<file path="src/rtl/muldiv_unit.sv">
// muldiv_unit: iterative MIPS multiply/divide sequencer owning the HI/LO registers.
//   i_clock       rising-edge clock
//   i_reset       synchronous active-low reset
//   i_valid       EX instruction is a mul/div or HI/LO move
//   i_funct       R-type funct (MULT/MULTU/DIV/DIVU/MFHI/MTHI/MFLO/MTLO)
//   i_rs, i_rt    operands; i_rs is also the MTHI/MTLO source
//   i_flush       squash the in-flight operation
//   o_result      HI or LO for MFHI/MFLO, combinational
//   o_stall       structural-hazard stall toward pipeline control
//   o_busy        operation in flight
//   o_done        one-cycle pulse after HI/LO are written by a mul/div
//   o_div_by_zero one-cycle pulse with o_done when the divisor was zero
module muldiv_unit #(
    parameter int NB_DATA  = 32,
    parameter int NB_FUNCT = 6,
    parameter int NB_COUNT = $clog2(NB_DATA)
) (
    input  logic                i_clock,
    input  logic                i_reset,
    input  logic                i_valid,
    input  logic [NB_FUNCT-1:0] i_funct,
    input  logic [NB_DATA-1:0]  i_rs,
    input  logic [NB_DATA-1:0]  i_rt,
    input  logic                i_flush,
    output logic [NB_DATA-1:0]  o_result,
    output logic                o_stall,
    output logic                o_busy,
    output logic                o_done,
    output logic                o_div_by_zero
);
    localparam logic [NB_FUNCT-1:0] F_MULT  = NB_FUNCT'(6'b011000);
    localparam logic [NB_FUNCT-1:0] F_MULTU = NB_FUNCT'(6'b011001);
    localparam logic [NB_FUNCT-1:0] F_DIV   = NB_FUNCT'(6'b011010);
    localparam logic [NB_FUNCT-1:0] F_DIVU  = NB_FUNCT'(6'b011011);
    localparam logic [NB_FUNCT-1:0] F_MFHI  = NB_FUNCT'(6'b010000);
    localparam logic [NB_FUNCT-1:0] F_MTHI  = NB_FUNCT'(6'b010001);
    localparam logic [NB_FUNCT-1:0] F_MFLO  = NB_FUNCT'(6'b010010);
    localparam logic [NB_FUNCT-1:0] F_MTLO  = NB_FUNCT'(6'b010011);

    typedef enum logic [1:0] {S_IDLE, S_CALC, S_FIX} state_t;

    state_t                 r_state, w_next;
    logic [NB_DATA-1:0]     r_hi, r_lo, r_opd, r_rs;
    logic [2*NB_DATA-1:0]   r_acc;
    logic [NB_COUNT-1:0]    r_count;
    logic                   r_div, r_neg_q, r_neg_r, r_dz, r_done, r_dz_pulse;

    logic                   w_idle, w_muldiv, w_move, w_signed, w_is_div, w_accept;
    logic                   w_rs_neg, w_rt_neg, w_ge;
    logic [NB_DATA-1:0]     w_rs_abs, w_rt_abs, w_sub, w_q, w_r, w_fix_hi, w_fix_lo;
    logic [NB_DATA:0]       w_add, w_shl;
    logic [2*NB_DATA-1:0]   w_step, w_prod;

    assign w_idle   = r_state == S_IDLE;
    assign w_muldiv = i_funct == F_MULT || i_funct == F_MULTU || i_funct == F_DIV || i_funct == F_DIVU;
    assign w_move   = i_funct == F_MFHI || i_funct == F_MTHI || i_funct == F_MFLO || i_funct == F_MTLO;
    assign w_signed = i_funct == F_MULT || i_funct == F_DIV;
    assign w_is_div = i_funct == F_DIV || i_funct == F_DIVU;
    assign w_accept = w_idle && i_valid && w_muldiv && !i_flush;
    assign w_rs_neg = w_signed && i_rs[NB_DATA-1];
    assign w_rt_neg = w_signed && i_rt[NB_DATA-1];
    assign w_rs_abs = w_rs_neg ? -i_rs : i_rs;
    assign w_rt_abs = w_rt_neg ? -i_rt : i_rt;

    // Multiply: acc = {partial product, remaining multiplier bits}, add then shift right.
    // Divide: acc = {partial remainder, dividend/quotient bits}, shift left then try subtract.
    assign w_add  = {1'b0, r_acc[2*NB_DATA-1:NB_DATA]} + {1'b0, r_acc[0] ? r_opd : '0};
    assign w_shl  = r_acc[2*NB_DATA-1:NB_DATA-1];
    assign w_ge   = w_shl >= {1'b0, r_opd};
    // When the subtract succeeds the difference always fits in NB_DATA bits.
    assign w_sub  = w_shl[NB_DATA-1:0] - r_opd;
    assign w_step = !r_div ? {w_add, r_acc[NB_DATA-1:1]} :
                    w_ge   ? {w_sub, r_acc[NB_DATA-2:0], 1'b1} :
                             {w_shl[NB_DATA-1:0], r_acc[NB_DATA-2:0], 1'b0};

    assign w_prod   = r_neg_q ? -r_acc : r_acc;
    assign w_q      = r_neg_q ? -r_acc[NB_DATA-1:0] : r_acc[NB_DATA-1:0];
    assign w_r      = r_neg_r ? -r_acc[2*NB_DATA-1:NB_DATA] : r_acc[2*NB_DATA-1:NB_DATA];
    assign w_fix_hi = r_dz ? r_rs : r_div ? w_r : w_prod[2*NB_DATA-1:NB_DATA];
    assign w_fix_lo = r_dz ? '1   : r_div ? w_q : w_prod[NB_DATA-1:0];

    always_ff @(posedge i_clock) begin
        if (!i_reset) r_state <= S_IDLE;
        else          r_state <= w_next;
    end

    always_comb begin
        w_next = w_idle              ? (w_accept ? S_CALC : S_IDLE) :
                 i_flush             ? S_IDLE :
                 r_state == S_CALC   ? (r_count == '0 ? S_FIX : S_CALC) :
                                       S_IDLE;
    end

    always_comb begin
        o_busy        = !w_idle;
        o_stall       = i_valid && (w_muldiv || (w_move && !w_idle));
        o_result      = (i_valid && w_idle && i_funct == F_MFHI) ? r_hi :
                        (i_valid && w_idle && i_funct == F_MFLO) ? r_lo : '0;
        o_done        = r_done;
        o_div_by_zero = r_dz_pulse;
    end

    always_ff @(posedge i_clock) begin
        if (!i_reset) begin
            r_hi       <= '0;
            r_lo       <= '0;
            r_acc      <= '0;
            r_opd      <= '0;
            r_rs       <= '0;
            r_count    <= '0;
            r_div      <= 1'b0;
            r_neg_q    <= 1'b0;
            r_neg_r    <= 1'b0;
            r_dz       <= 1'b0;
            r_done     <= 1'b0;
            r_dz_pulse <= 1'b0;
        end else begin
            r_done     <= 1'b0;
            r_dz_pulse <= 1'b0;
            if (w_accept) begin
                r_acc   <= {{NB_DATA{1'b0}}, w_is_div ? w_rs_abs : w_rt_abs};
                r_opd   <= w_is_div ? w_rt_abs : w_rs_abs;
                r_rs    <= i_rs;
                r_div   <= w_is_div;
                r_neg_q <= w_rs_neg ^ w_rt_neg;
                r_neg_r <= w_rs_neg;
                r_dz    <= w_is_div && i_rt == '0;
                r_count <= NB_COUNT'(NB_DATA - 1);
            end else if (r_state == S_CALC && !i_flush) begin
                r_acc   <= w_step;
                r_count <= r_count - NB_COUNT'(1);
            end else if (r_state == S_FIX && !i_flush) begin
                r_hi       <= w_fix_hi;
                r_lo       <= w_fix_lo;
                r_done     <= 1'b1;
                r_dz_pulse <= r_dz;
            end else if (w_idle && i_valid && !i_flush) begin
                if (i_funct == F_MTHI) r_hi <= i_rs;
                if (i_funct == F_MTLO) r_lo <= i_rs;
            end
        end
    end
endmodule

</file>
<file path="config.mk">
export PLATFORM = sky130hd
export DESIGN_NAME = muldiv_unit
export DESIGN_NICKNAME = d
export VERILOG_FILES = /design/src/rtl/muldiv_unit.sv
export SDC_FILE = /design/constraint.sdc
export NUM_CORES = 1
export LEC_CHECK = 0
export BUFFER_PORTS_ARGS = -buffer_cell sky130_fd_sc_hd__buf_4
export CORE_MARGIN = 3
export CORE_UTILIZATION = 55
export CTS_CLUSTER_SIZE = 28
export DETAILED_ROUTE_END_ITERATION = 7
export HOLD_SLACK_MARGIN = 0.15
export PLACE_DENSITY = 0.73
export SKIP_CTS_REPAIR_TIMING = 1
export SLEW_MARGIN = 20
export SYNTH_ARGS = -nofsm -noshare
export SYNTH_HDL_FRONTEND = slang
export SYNTH_SLANG_ARGS = --single-unit
</file>
<file path="constraint.sdc">
create_clock -name i_clock -period 5.15 [get_ports i_clock]
set_clock_uncertainty 0.2 [all_clocks]
set_input_delay 0.7725 -clock i_clock [delete_from_list [all_inputs] [get_ports i_clock]]
set_output_delay 0.7725 -clock i_clock [all_outputs]
set_load 0.01 [all_outputs]
</file>
==> summary.txt, run 1 <==
STA
  • Slew Viols, Final: 0
  • Fmax: 219.6 MHz
  • RSZ-0062 raised after global routing: false
  • Hold WS: roughly 0.25 ns
  • Final worst slack: ~0.60 ns
  • Actual slew at the worst max-slew pin: 1.112 ns
  • Tmin final: ~4.6 ns
  • Finish-stage setup viols: 0
  • Post-route clock period utilization: between 80% and 90%
  • Setup TNS: 0 ns
  • Slew Limit Headroom: 25.89%
  • Final Hold Fails: 0

Placement
  • Dpl hpwl: 46.37 mm
  • Post-Place Setup Slack: 0.6785 ns
  • Port Buf Inserts: 109
  • GP Congestion: 1.059

Hold path
  • Hold Path Sink: r_lo[25]
  • Min-delay src: r_lo[25]
  • Hold path depth: 2
  • Type of the most critical hold path: flop to flop

Detailed routing
  • Vias per cell: 6.651
  • Initial DRC Count: 2,546
  • Drt pass-1 iters: 6
  • # DRC: 0
  • Final ANT Viol Nets: 0
  • Via count: ~18k
  • Routed len/inst: 23.41 um
  • Final wirelength: around 63 mm

Synthesis
  • Post-synth top area cell: dfxtp_1
  • Mapped Nets: 2,423
  • FF+latch count, synth: 205
  • Number of enable flip-flop cells after synthesis: 0
  • Async S/R FF share, synth: 0%
  • Synthesis Warnings: 0
  • Post-synthesis cell area: 16,550 um2
  • Synth top area cells: dfxtp_1 25%, a21oi_1 7.8%, nand2_1 7.2%
  • Syn Area/Cell: 7.267 um2
  • Most common cell in the netlist: nand2_1
  • Synth top area share: 24.80%
  • Commonest cells post-synth: 317 x nand2_1, 257 x a21oi_1, 219 x nor2_1
  • Ys flop type: dfxtp_1
  • Unique masters post-synth: slightly below 80
  • Post-synthesis sequential area ratio: 24.80%
  • Syn Inst Count: 2,277

Die
  • Die span in x: 179.5 um
  • Die Y: roughly 180 um
  • DIE AREA: roughly 32,000 um2
  • Cell row count: 62
  • Core ar.: roughly 29,000 um2
  • Starting Density: between 50% and 60%
  • I/O pins: between 100 and 150

CTS
  • Clock sinks: 205
  • Max clock buf depth: 3
  • CTS Buf Count: 25
  • CTS H-tree lvls: 1
  • Clock latency on the worst-skew pair: approximately 0.54 ns
  • Clock Tree Root: clkbuf_16
  • TritonCTS clock tree: built
  • Clock transition at path regs: 0.06 ns

Critical path
  • Critical Path Start Type: flop
  • Crit Path Category: flop to flop
  • R2r endpoint: r_acc[61]
  • CP endpoint kind: flop
  • Critical path data required time: roughly 5.4 ns
  • R2R Path Start: r_acc[34]
  • Reg2Reg Setup Slack: roughly 0.60 ns
  • Crit path DAT: 4.77 ns
  • Critical path peak fanout: 31
  • Worst reg2reg path depth: 13

Outcome
  • Status: complete, no violations

Power
  • Leak Pwr: 7.170 nW
  • PwrDens: between 200 and 250 nW/um2
  • VDD IR-drop max: 0.0002993 V

GRT
  • Vias in the first global route: 16.20k
  • Pin count of the biggest net entering global routing: just over 90
  • Grt ovf: 0
  • Antenna violations before repair: 0
  • First-pass GRT wire length: ~96 mm
  • GRT Util Overall: between 30% and 40%

Job
  • Max Cap Violations: 0

Cells and area
  • Fin nets: 2,433
  • Share of cells above drive strength 1: about a tenth
  • Area Growth Syn to Fin: 11.42%
## cell type report
| type | count | area (um2) |
|---|---|---|
| multi-input cells | 1841 | 11590 |
| fillers | 2706 | 10730 |
| flip-flops and latches | 205 | 4108 |
| repair buffers | 149 | 1144 |
| clock buffers | 35 | 723.2 |
| well taps | 384 | 480.5 |
| inverters | 65 | 246.5 |
| clock inverters | 8 | 146.4 |
| diodes | 1 | 2.502 |
## per-stage QoR
stage               cell area (um2)  util [%]  cells  power [mW]
detailed placement            17560     60.22   2644       2.152
CTS                           18430     63.20   2687       4.021
finish                        18440     63.21   2688       4.049
global route                  18430     63.20   2687       4.143
floorplan                     16550         -   2277       1.959
global placement              17560     60.22   2644       2.147
## critical path, stage by stage (launching register included)
cell	delay [ns]
dfxtp_1	0.40
ha_1	0.41
nand3_1	0.14
o21bai_1	0.19
a2111oi_0	0.63
o31ai_1	0.20
a211oi_1	0.54
o31ai_1	0.26
o41ai_1	0.29
a211o_1	0.20
buf_4	0.33
mux2_2	0.38
a32oi_1	0.19
nand2_1	0.07
## cell usage in the layout, fill, tap and decap left out, drive strengths merged, types with 8 or more instances in the layout
master | synthesis | final
nand2b | 15 | 15
a21oi | 257 | 257
clkbuf | 137 | 35
xnor2 | 120 | 120
nand3 | 37 | 37
or3 | 26 | 26
xor2 | 54 | 54
ha | 70 | 70
or4 | 19 | 19
a22oi | 9 | 9
o31ai | 32 | 32
nor3 | 34 | 34
nor3b | 9 | 9
o21a | 11 | 11
o2111ai | 8 | 8
a31oi | 21 | 21
o41ai | 12 | 12
nand2 | 317 | 317
buf | 29 | 149
o221ai | 36 | 36
and2 | 13 | 13
a211oi | 38 | 38
nor4 | 22 | 22
inv | 65 | 65
a21o | 26 | 26
nand4 | 12 | 12
o211ai | 54 | 54
nor2b | 8 | 8
and3 | 14 | 14
mux2 | 12 | 12
o21ai | 148 | 148
dfxtp | 205 | 205
o22ai | 16 | 16
mux2i | 97 | 97
nor2 | 219 | 219
## worst max path at each step
stage	slack, ns	start	to	depth (start not counted)
6_report	0.60	r_acc[34]	r_acc[61]	13
2_1_floorplan	1.21	i_rs[6]	r_opd[30]	11
5_1_grt	0.40	r_acc[33]	r_acc[61]	13
4_1_cts	0.66	r_acc[33]	r_acc[61]	13
3_5_place_dp	0.68	r_acc[33]	r_acc[61]	13
3_3_place_gp	0.85	r_acc[33]	r_acc[61]	13
## sequential cells by signal, summed over array words and instances (netlist names), 2 cells and up
signal and cells:
r_acc 64, r_opd 32, r_lo 32, r_hi 32, r_rs 32, r_count 5, r_state 2
## cells by family (layout without fill, tap and decap cells)
family	count (synthesis)	after routing	synth area share (%)
muxes	109	109	6.684
and+or+nand+nor	763	763	20.84
AOI/OAI and AO/OA	723	723	27.58
adders and majority gates	72	72	5.535
other	0	1	0
DFF	205	205	24.80
xor gates and xnor gates	174	174	9.210
buffers and inverters	231	257	5.346
## power breakdown
| group | total (mW) | internal [mW] | switching, mW | leakage, nW |
|---|---|---|---|---|
| combinational | 0.532 | 0.189 | 0.343 | 5.09 |
| sequential | 1.61 | 1.60 | 0.0131 | 1.65 |
| clock | 1.91 | 1.17 | 0.737 | 0.425 |
## per-layer routing
layer | GRT usage [%] | up-vias | part of all wire [%]
met2 | 54.19 | 1113 | 42
met3 | 8.508 | 165 | 13
li1 | - | 8262 | -
met4 | 13.52 | 0 | 4.5
met5 | 0 | - | 0
met1 | 52.36 | 8339 | 41
No activity file was read; power rests on OpenSTA's default activity.
==> run 2: changes to the inputs <==
--- a/config.mk
+++ b/config.mk
@@ -5,13 +5,14 @@
 export SDC_FILE = /design/constraint.sdc
 export NUM_CORES = 1
 export LEC_CHECK = 0
-export BUFFER_PORTS_ARGS = -buffer_cell sky130_fd_sc_hd__buf_4
+export BUFFER_PORTS_ARGS = -buffer_cell sky130_fd_sc_hd__buf_2
 export CORE_MARGIN = 3
 export CORE_UTILIZATION = 55
 export CTS_CLUSTER_SIZE = 28
 export DETAILED_ROUTE_END_ITERATION = 7
 export HOLD_SLACK_MARGIN = 0.15
 export PLACE_DENSITY = 0.73
+export REMOVE_ABC_BUFFERS = 1
 export SKIP_CTS_REPAIR_TIMING = 1
 export SLEW_MARGIN = 20
 export SYNTH_ARGS = -nofsm -noshare
==> summary.txt, run 2 (synthesized netlist as in run 1, its figures left out) <==
Outcome
  • Status: complete, no violations (unchanged)

GRT
  • First-pass GRT wire length: 95.44 mm (was 95.82 mm)
  • GRT Util Overall: 36.33% (was 36.75%)
  • Pin count of the biggest net entering global routing: 89 (was 91)
  • Antenna violations before repair: 1 (was 0)
  • Vias in the first global route: 16.36k (was 16.20k)
  • Grt ovf: 0 (unchanged)

Critical path
  • Critical path data required time: 5.34 ns (was 5.37 ns)
  • R2r endpoint: r_acc[39] (was r_acc[61])
  • Crit path launch: r_acc[34] (unchanged)
  • Critical Path Sink: r_acc[39] (was r_acc[61])
  • CP endpoint kind: flop (unchanged)
  • Slowest cell on crit path: a2111oi_0 (unchanged)
  • Critical Path Start Type: flop (unchanged)
  • CP dominant cell by count: o31ai_1 (unchanged)
  • Slowest stage delay, CP: 0.60 ns (was 0.63 ns)
  • Critical path peak fanout: 44 (was 31)
  • Crit Path Category: flop to flop (unchanged)
  • Worst reg2reg path depth: 14 (was 13)
  • Reg2Reg Setup Slack: 0.47 ns (was 0.60 ns)
  • Crit-path cells: ha_1, nand3_1, o21bai_1, a2111oi_0, o31ai_1, a211oi_1, o31ai_1, buf_4, o41ai_1, a211o_1, buf_12, mux2_2, o21ai_0, a21oi_1 (was ha_1, nand3_1, o21bai_1, a2111oi_0, o31ai_1, a211oi_1, o31ai_1, o41ai_1, a211o_1, buf_4, mux2_2, a32oi_1, nand2_1)
  • R2R Path Start: r_acc[34] (unchanged)
  • Crit path DAT: 4.87 ns (was 4.77 ns)

Power
  • Leak Pwr: 7.080 nW (was 7.170 nW)
  • Sequential share of power: 42.5% (was 39.7%)
  • Pint: 2.705 mW (was 2.956 mW)
  • VDD IR-drop max: 0.0002306 V (was 0.0002993 V)
  • Pwr Total: 3.784 mW (was 4.049 mW)
  • PwrDens: 209.2 nW/um2 (was 219.6 nW/um2)
  • Comb power frac: 13.4% (was 13.1%)
  • Sw Share: 28.52% (was 27.00%)
  • Clk network pwr share: 44.1% (was 47.1%)
  • Sw power: 1.079 mW (was 1.093 mW)

Die
  • Die span in x: 179.5 um (unchanged)
  • DIE AREA: 32,200 um2 (unchanged)
  • Die Y: 179.5 um (unchanged)
  • I/O pins: 110 (unchanged)
  • Core ar.: 29,170 um2 (unchanged)
  • Cell row count: 62 (unchanged)
  • Starting Density: 56.73% (unchanged)

Cells and area
  • Leading cell type in the layout, fill and taps excluded: nand2_1 (unchanged)
  • Fin nets: 2,436 (was 2,433)
  • Antenna Cells: 0 (was 1)
  • Final Cell Area: 18,090 um2 (was 18,440 um2)
  • Share of cells above drive strength 1: 10.62% (was 10.38%)
  • Largest register FFs: 64 (unchanged)
  • Most frequent cells in the layout: 317 x nand2_1, 256 x a21oi_1, 219 x nor2_1, 203 x dfxtp_1, 147 x o21ai_0 (was 317 x nand2_1, 256 x a21oi_1, 219 x nor2_1, 204 x dfxtp_1)
  • Register with the most flip-flops: r_acc (unchanged)
  • Area Growth Syn to Fin: 9.301% (was 11.42%)

STA
  • Final Hold Fails: 0 (unchanged)
  • Hold WS: 0.2497 ns (was 0.2495 ns)
  • Post-route clock period utilization: 90.93% (was 88.41%)
  • Slew Limit Headroom: 25.92% (was 25.89%)
  • Tmin final: 4.683 ns (was 4.553 ns)
  • Finish-stage setup viols: 0 (unchanged)
  • Fmax: 213.5 MHz (was 219.6 MHz)
  • Actual slew at the worst max-slew pin: 1.111 ns (was 1.112 ns)
  • RSZ-0062 raised after global routing: false (unchanged)
  • Slew Viols, Final: 0 (unchanged)

Detailed routing
  • # DRC: 0 (unchanged)
  • Initial DRC Count: 2,107 (was 2,546)
  • Final wirelength: 61.83 mm (was 62.92 mm)
  • Vias per cell: 6.557 (was 6.651)
  • Final ANT Viol Nets: 0 (unchanged)
  • Drt pass-1 iters: 5 (was 6)
  • Routed len/inst: 22.98 um (was 23.41 um)
  • Via count: 17.64k (was 17.88k)

CTS
  • TritonCTS clock tree: built (unchanged)
  • Max clock buf depth: 3 (unchanged)
  • Clock Tree Root: clkbuf_16 (unchanged)
  • CTS Buf Count: 25 (unchanged)
  • Clock latency on the worst-skew pair: 0.53 ns (was 0.54 ns)
  • Clock transition at path regs: 0.06 ns (about the same)
  • CTS H-tree lvls: 1 (unchanged)
  • Clock sinks: 205 (unchanged)

Placement
  • Dpl hpwl: 44.71 mm (was 46.37 mm)
  • GP Congestion: 0.9773 (was 1.059)
  • Port Buf Inserts: 109 (unchanged)
  • Placed cell area: 17,330 um2 (was 17,560 um2)

Hold path
  • Hold path depth: 2 (unchanged)
  • Type of the most critical hold path: flop to flop (unchanged)

Job
  • Max Cap Violations: 0 (unchanged)
-- run 2: cell count changes in the layout (fill, tap and decap cells not counted), sizes merged --
cell      before  now
buf          149  152
bufinv         4    0
clkbuf        35   31
clkinv         3    8
clkinvlp       1    3
diode          1    0
inv           65   66
-- run 2: final cells by class --
| type | count | area (um2) |
|---|---|---|
| clock buffer | 31 | 678.2 |
| fill | 2742 | 11080 |
| timing repair buffer | 152 | 908.4 |
| tap | 384 | 480.5 |
| inverter | 65 | 246.5 |
| clock inverter | 12 | 76.32 |
| multi-input combinational | 1841 | 11590 |
| sequential | 205 | 4109 |
-- run 2: routing by layer --
metal  track usage (%)  share of wire [%]  wire (um)
met4             14.79                4.6       2866
met2             56.01                 43      26890
met1             51.41                 43      26620
met5                 0              0.011          7
met3             4.790                8.8       5442
-- run 2: through the flow --
step	setup TNS, ns	setup WS, ns	util, %	std cells
6_report	0	0.4670	62.01	2690
3_5_place_dp	0	0.5937	59.42	2647
3_3_place_gp	0	0.7065	59.42	2647
2_1_floorplan	-64.69	-1.559	-	2111
5_1_grt	0	0.04990	62.01	2690
4_1_cts	0	0.5602	62.01	2690
-- run 2: critical path: cells and delay by family, from the launching register on --
family | cells | cell delay (ns)
AND/OR/NAND/NOR | 1 | 0.13
AO/OA/AOI/OAI | 9 | 2.50
adder cells (fa/ha/maj) | 1 | 0.42
flip-flops | 1 | 0.42
multiplexers | 1 | 0.36
buffers and inverters | 2 | 0.46
-- run 2: power groups by stage --
stage                     combinational, mW  sequential [mW]  clock [mW]
after floorplan                       0.285             1.64           0
after global placement                0.487             1.64           0
after detailed placement              0.490             1.64           0
after CTS                             0.493             1.61        1.68
after global routing                  0.543             1.61        1.74
final                                 0.507             1.61        1.67
-- run 2: worst min-delay path by stage --
stage | start | end | slack (ns)
final | r_opd[4] | r_opd[4] | 0.25
after global routing | r_opd[2] | r_opd[2] | 0.27
after CTS | r_opd[4] | r_opd[4] | 0.25
after detailed placement | r_opd[4] | r_opd[4] | 0.24
after global placement | r_rs[31] | r_rs[31] | 0.24
after floorplan | r_rs[31] | r_rs[31] | 0.23
